File: config.mk
export PLATFORM = sky130hd
export DESIGN_NAME = placar_partida
export DESIGN_NICKNAME = d
export VERILOG_FILES = /design/src/rtl/placar_partida.sv
export SDC_FILE = /design/constraint.sdc
export NUM_CORES = 1
export LEC_CHECK = 0
export ABC_AREA = 1
export CORE_UTILIZATION = 43
export CTS_CLUSTER_DIAMETER = 150
export DETAILED_ROUTE_END_ITERATION = 6
export GPL_TIMING_DRIVEN = 0
export PLACE_DENSITY_LB_ADDON = 0.08
export SYNTH_ARGS = -nofsm -noshare
export SYNTH_HDL_FRONTEND = slang
export SYNTH_SLANG_ARGS = --single-unit
export TNS_END_PERCENT = 30
File: constraint.sdc
create_clock -name clk -period 1.9 [get_ports clk]
set_input_delay 0.57 -clock clk [delete_from_list [all_inputs] [get_ports clk]]
set_output_delay 0.57 -clock clk [all_outputs]
set_load 0.02 [all_outputs]
File: src/rtl/placar_partida.sv
// placar_partida: rock-paper-scissors match scorekeeper fed by the round judge
module placar_partida #(
  parameter int CW            = 4,
  parameter int WINS_TO_MATCH = 2,
  parameter int MAX_INVALID   = 2
) (
  input  logic          clk,
  input  logic          rst,
  input  logic          start,
  input  logic          res_valid,
  input  logic          res_s1,
  input  logic          res_s2,
  output logic          ready,
  output logic [CW-1:0] score_a,
  output logic [CW-1:0] score_b,
  output logic [CW-1:0] rounds,
  output logic [CW-1:0] invalid_count,
  output logic [1:0]    winner,
  output logic          match_done,
  output logic [1:0]    state
);
  typedef enum logic [1:0] {IDLE = 2'b00, PLAY = 2'b01, DONE = 2'b10} st_t;
  localparam logic [CW-1:0] WT = CW'(WINS_TO_MATCH);
  localparam logic [CW-1:0] IT = CW'(MAX_INVALID);
  st_t st_q, st_d;
  logic [CW-1:0] a_q, a_d, b_q, b_d, r_q, r_d, i_q, i_d;
  logic [CW-1:0] a_n, b_n, r_n, i_n;
  logic [1:0] w_q, w_d;
  logic md_q, md_d, acc;
  // decode the accepted verdict, then pick next state and counters from post-increment values
  always_comb begin
    acc = (st_q == PLAY) & res_valid & ~start;
    a_n = a_q + CW'(acc & res_s1 & ~res_s2);
    b_n = b_q + CW'(acc & ~res_s1 & res_s2);
    i_n = i_q + CW'(acc & ~res_s1 & ~res_s2);
    r_n = r_q + CW'(acc & (res_s1 | res_s2) & (r_q != '1));
    st_d = st_q;
    a_d = a_q;
    b_d = b_q;
    r_d = r_q;
    i_d = i_q;
    w_d = w_q;
    md_d = 1'b0;
    case (st_q)
      IDLE, DONE: begin
        if (start) begin
          st_d = PLAY;
          a_d = '0;
          b_d = '0;
          r_d = '0;
          i_d = '0;
          w_d = 2'b00;
        end
      end
      PLAY: begin
        if (start) begin
          a_d = '0;
          b_d = '0;
          r_d = '0;
          i_d = '0;
          w_d = 2'b00;
        end else begin
          a_d = a_n;
          b_d = b_n;
          r_d = r_n;
          i_d = i_n;
          if (acc && a_n == WT) begin
            st_d = DONE;
            w_d = 2'b01;
            md_d = 1'b1;
          end else if (acc && b_n == WT) begin
            st_d = DONE;
            w_d = 2'b10;
            md_d = 1'b1;
          end else if (acc && i_n == IT) begin
            st_d = DONE;
            w_d = 2'b11;
            md_d = 1'b1;
          end
        end
      end
      default: begin
        st_d = IDLE;
        a_d = '0;
        b_d = '0;
        r_d = '0;
        i_d = '0;
        w_d = 2'b00;
      end
    endcase
  end
  // state and score registers; reset clears the match immediately
  always_ff @(posedge clk or posedge rst) begin
    if (rst) begin
      st_q <= IDLE;
      a_q  <= '0;
      b_q  <= '0;
      r_q  <= '0;
      i_q  <= '0;
      w_q  <= 2'b00;
      md_q <= 1'b0;
    end else begin
      st_q <= st_d;
      a_q  <= a_d;
      b_q  <= b_d;
      r_q  <= r_d;
      i_q  <= i_d;
      w_q  <= w_d;
      md_q <= md_d;
    end
  end
  assign ready         = (st_q == PLAY);
  assign score_a       = a_q;
  assign score_b       = b_q;
  assign rounds        = r_q;
  assign invalid_count = i_q;
  assign winner        = w_q;
  assign match_done    = md_q;
  assign state         = st_q;
endmodule

# Word level (Yosys, flattened, before mapping)
# Cells that the tools add are included.
# W data, S select, Z words.
op_classes:
  n_mux: 26
  n_reduce_logical: 7
  bitwise_logic: 13
  add_sub_neg: 4
  eq_ne: 10
op_table:
  columns: ["operator", "count"]
  rows:
  - ["$pmux W4 S2", 4]
  - ["$mux W2", 10]
  - ["$mux W4", 5]
  - ["$add A4 B4 Y4", 3]
  - ["$eq A4 B2 Y1 const B", 3]
  - ["$and A1 B4 Y4", 2]
  - ["$not A1 Y4", 2]
  - ["$pmux W2 S2", 2]
  - ["$and A1 B1 Y1", 5]
  - ["$mux W1", 5]
  - ["$ne A5 B2 Y1 const B", 1]
  - ["$add A4 B1 Y4", 1]
  - ["$and A4 B1 Y4", 1]
  - ["$and A4 B4 Y4", 1]
  - ["$ne A2 B2 Y1 const B", 2]
  - ["$ne A4 B1 Y1 const B", 1]
  - ["$ne A4 B4 Y1 const B", 1]
  - ["$logic_and A1 B1 Y1", 3]
  - ["$reduce_and A3 Y1", 1]
  - ["$eq A2 B1 Y1 const B", 1]
  - ["$eq A2 B2 Y1 const B", 1]
  - ["$logic_not A2 Y1", 1]
  - ["$reduce_and A2 Y1", 1]
  - ["$reduce_or A2 Y1", 1]
  - ["2 further kinds", 2]
word_totals:
  wordCells: 67
  reg_bits: 21

# Depth between registers and ports, before layout
logic_depth:
  ltp_word: 13
  ltp_mapped: 16

# Worst setup path before layout
# Ideal clock, no wire load.
synth_path:
  path_kind: "input -> register"
  startpoint: "input port res_valid"
  endpoint: "register w_q[0] (netlist: winner[0])"
  t_required_ps: 1779
  stages: 15
  path_buffers: 0
  setup_time_ps: 121
  t_arrival_ps: 2004
  slack_ps: -225
  cell_sequence: "nand3_2 > nor2_4 > inv_1 > nor3b_1 > ha_1 > ha_1 > inv_1 > nand2_1 > nand2_1 > nor2_1 > nand3_2 > nand4_1 > nand2_1 > nand2_1 > nand2_1"
synth_between:
  elab_chain_len: 11
synth_lines:
  columns: ["element", "line", "rtl"]
  rows:
  - ["start, declared", "10", "input logic res_valid,"]
  - ["$and A1 B1 Y1 (*) (2 in series)", "32", "acc = (st_q == PLAY) & res_valid & ~start;"]
  - ["$and A1 B4 Y4", "34, 35", null]
  - ["$and A4 B1 Y4", "34", "b_n = b_q + CW'(acc & ~res_s1 & res_s2);"]
  - ["$add A4 B4 Y4", "34", null]
  - ["$eq A4 B2 Y1", "71", "end else if (acc && b_n == WT) begin"]
  - ["$logic_and A1 B1 Y1", "71", null]
  - ["$mux W2", "71", null]
  - ["$mux W2", "67", "if (acc && a_n == WT) begin"]
  - ["$mux W2", "56", "if (start) begin"]
  - ["$pmux W2 S2", "44", "case (st_q)"]
  - ["end signal, assigned", "108", "w_q <= w_d;"]
  - ["end, declared", "28", "logic [1:0] w_q, w_d;"]
# Every way passes the cells marked *; elsewhere a longest branch is shown, timed or not.
# A chain may end at the register's enable or synchronous reset.

# Worst setup path in the final report
layout_path:
  startpoint: "register st_q[1] (netlist: state[1])"
  endpoint: "register w_q[0] (netlist: winner[0])"
layout_between:
  elab_chain_len: 12
layout_lines:
  columns: ["element", "line", "rtl"]
  rows:
  - ["start, declared", "25", "st_t st_q, st_d;"]
  - ["start signal, assigned", "103", "st_q <= st_d;"]
  - ["$eq A2 B1 Y1", "32, 44", null]
  - ["$and A1 B1 Y1 (2 in series)", "32", null]
  - ["$and A1 B4 Y4", "34, 35", null]
  - ["$and A4 B1 Y4", "34", null]
  - ["$add A4 B4 Y4", "34", null]
  - ["$eq A4 B2 Y1", "71", null]
  - ["$logic_and A1 B1 Y1", "71", null]
  - ["$mux W2", "71", null]
  - ["$mux W2", "67", null]
  - ["$mux W2", "56", null]
  - ["$pmux W2 S2", "44", null]
# Parallel ways exist; a longest one is shown, timed or not.

==> impl_results.md <==
* Run status: complete, but fails checks
* Failing checks: setup timing
* Number of flops mapped to enable cells by yosys at 0
* Type of element launching the critical path: flop
* Fillers at 208
* Worst Path Max Fanout at 4
* Synthesized Nets at 142
* Worst slack after detailed placement at -0.899 ns
* Buffering stage count on the worst path with inverters included at 3
* Number of distinct library cell variants in the gate-level netlist after synthesis at 25
* Hold Path Stages at 2
* Post-Synth Simple-Gate Area at 25.6%
* Levels on crit path at 16
* Worst-margin pin slew at 0.809 ns
* Number of standard cells in the layout, taps in and fillers out at 195
* Static Leakage at 0.000881 uW
* Layout net count at 180
* Critical-path top delay cell: dfrtp_2
* Proportion of synthesized area in mux cells at 0%
* Post-Synthesis Cell Area at 0.00113 sq mm
* Number of CTS-inserted buffers at 3
* Maximum clock frequency at 499 MHz
* Placer congestion estimate at 0.753
* Flops & latches, synth at 21
* Diode insertion count for antenna repair at 0
* Largest area contributor in the synthesized netlist: dfrtp_1
* Hold buffer count at CTS at 0
* Number of detailed-routing iterations run before antenna repair at 4
* DPL Wire Length at 1720 microns
* Clock sink count at 21
* Post-synthesis cell count at 128
* Max VDD drop at 641 uV
* Per-cell routed wire length at 12.4 microns
* Clock insertion delay at the later pin of the skew report at 0.30 ns
* RSZ-0062 raised after global routing: true
* DR vias at 1,021
* Final period util at 106%
* Count of cells along the worst register-to-register path at 16
* Fraction of synthesized cell area in xor and xnor cells at 2.32%
* Aggregate routed wire length at 2430 microns
* Final worst clock skew at 0.00548 ns
* Time the final worst path needs with I/O delays and setup at 2.01 ns
* Critical path data arrival time at 2.21 ns
* Final slew viol count at 0
* Number of violations of the max-capacitance limit at 0
* Antenna-violating nets left at 0
* Number of buffers on the longest clock path at 2
* Mean instance size in the synthesized netlist at 8.84 sq um
* Fraction of layout cells with a size suffix above 1 at 23.0%
* Full die area at 0.00284 sq mm
* Warnings, synthesis at 0
* Clock Pin Slew Worst Setup and Hold Paths at 0.12 ns
* Placeable core area at 0.00248 sq mm
* Top flip-flop cell by instance count after synthesis: dfrtp_1
* Worst hold path class: reg -> reg
* Total power density per cell area at 763 mW/mm^2
* Maximum number of pins on one net before global-route repair at 22
* Count of final setup violators at 4
* Boundary pin count at 28
* Synthesized-area fraction occupied by adder cells at 8.85%
* Drt via density at 5.24
* First DRT Iteration DRCs at 21
* Residual DRC count at 0
* # port buffers at 27
* Most frequent cells after synthesis: nand2_1, dfrtp_1, inv_1
* Root buffer selected by CTS: clkbuf_4
* Vertical die dimension at 53.3 microns
* Setup crit end kind: flop
* Ranking of synthesized cells by area: dfrtp_1, nand2_1, ha_1
* Minimum setup slack in the final design at -0.105 ns
* Top delay family on crit path: simple AND/OR/NAND/NOR gates
* Total track usage at 20.0%
* Share of the core filled with cells at 63.1%
* Number of placed cells counting well taps at 185
* Top-area cell type share of the netlist area at 46.5%
* Final Hold Violating Endpoints at 0
* Initial Utilization at 45.7%
* FP Rows at 18
* Classification of the worst setup path: reg -> reg
* First-pass GRT wire length at 4040 microns
* Dominant combinational cell family by area after synthesis: simple AND/OR/NAND/NOR gates
* Via count of the first global-routing pass at 960
* Area growth syn-to-layout at 38.3%
* Horizontal extent of the die at 53.3 microns
* Sequential area share after synthesis at 46.5%
* Post-route setup TNS at -0.341 ns
* Residual overflow from global routing at 0
* Initial antenna violation count at 0
* Largest stage delay on the critical path at 0.43 ns
* Required time worst endpoint at 2.10 ns
* CTS tree: built
* Cells traversed along the worst timing path: inv_2 -> nand3_4 -> nor2_4 -> inv_2 -> nor3b_2 -> ha_2 -> ha_4 -> inv_2 -> nand2_2 -> nand2_2 -> nor2_2 -> nand3_2 -> nand4_1 -> nand2_1 -> nand2_1 -> nand2_1
* Most used standard cell by instance count after synthesis: nand2_1
* Asr flop ratio synth at 100%
* Max H-tree Level at 1
* Compound-cell area share of the yosys netlist at 11.1%
* Worst slew slack as a fraction of its limit at 46.0%
[routing by layer]
| metal | global-route usage, % | vias to the layer above | share of wire (%) |
|---|---|---|---|
| li1 | - | 506 | - |
| met2 | 33.1 | 27 | 47 |
| met1 | 25.1 | 482 | 47 |
| met4 | 9.65 | 0 | 1.9 |
| met3 | 2.87 | 6 | 4.0 |
| met5 | 0 | - | 0 |
[final timing paths]
path	startpoint	end	slack, ns
hold / removal	winner[0]	winner[0]	0.48
setup / recovery	state[1]	winner[0]	-0.11
max in group asynchronous	rst	state[1]	0.64
min in group asynchronous	rst	invalid_count[1]	0.70
hold reg to reg	winner[0]	winner[0]	0.48
setup reg to reg	state[1]	winner[0]	-0.11
[report_power, final]
part,switching [uW],internal [uW],total (uW)
combinational,293,157,449
clock,140,81.8,221
sequential,37.3,485,523
total,470,724,1190
[registers in the layout, summed over array words and instances, names as in the netlist]
| signal | cells |
|---|---|
| state | 2 |
| winner | 2 |
| score_b | 4 |
| match_done | 1 |
| invalid_count | 4 |
| score_a | 4 |
| rounds | 4 |
[per-stage QoR]
stage | area (sq um) | hold WS [ns] | total power (uW)
2_1_floorplan | 1170 | 0.543 | 807
3_3_place_gp | 1480 | 0.459 | 984
3_5_place_dp | 1480 | 0.458 | 987
4_1_cts | 1550 | 0.487 | 1210
5_1_grt | 1560 | 0.511 | 1260
6_report | 1560 | 0.484 | 1190
[worst register-to-register path: cells and delay by family (launching register included)]
family	cells	cell delay (ns)
simple gates	11	0.96
fa+ha+maj	2	0.36
flops	1	0.43
buf+inv	3	0.16
[timing repair]
action	4_1_cts	5_1_grt
endpoints found under the setup margin	28	13
resized for setup	30	8
setup buffers	6	0
pin swaps	8	4
gates cloned	0	0
[cell families (layout without fill, tap and decap cells)]
kind of cell    count (synthesis)  after routing
compound gates                 19             19
xor+xnor                        3              3
fa+ha+maj                       8              8
buf+inv                        17             54
flops                          21             21
simple gates                   60             60
[area by class of cell]
cell class	instances	area, sq um	share of cell area [%]
sequential	21	528	33.8
buffer	1	5.00	0.320
timing repair buffer	33	309	19.8
clock buffer	4	26.3	1.68
multi-input combinational	90	598	38.2
tap	30	37.5	2.40
inverter	16	60.1	3.84
[cell usage in the layout (no fill, tap or decap), types with 4 or more instances in the layout]
master / count
nand3_1: 4
ha_1: 4
nand2_1: 34
dlygate4sd2_1: 14
nand4_1: 4
o21ai_0: 7
dfrtp_1: 19
clkdlybuf4s50_1: 4
inv_1: 12
buf_4: 6
inv_2: 4
dlymetal6s2s_1: 6
Power figures use the tool's default switching activity.
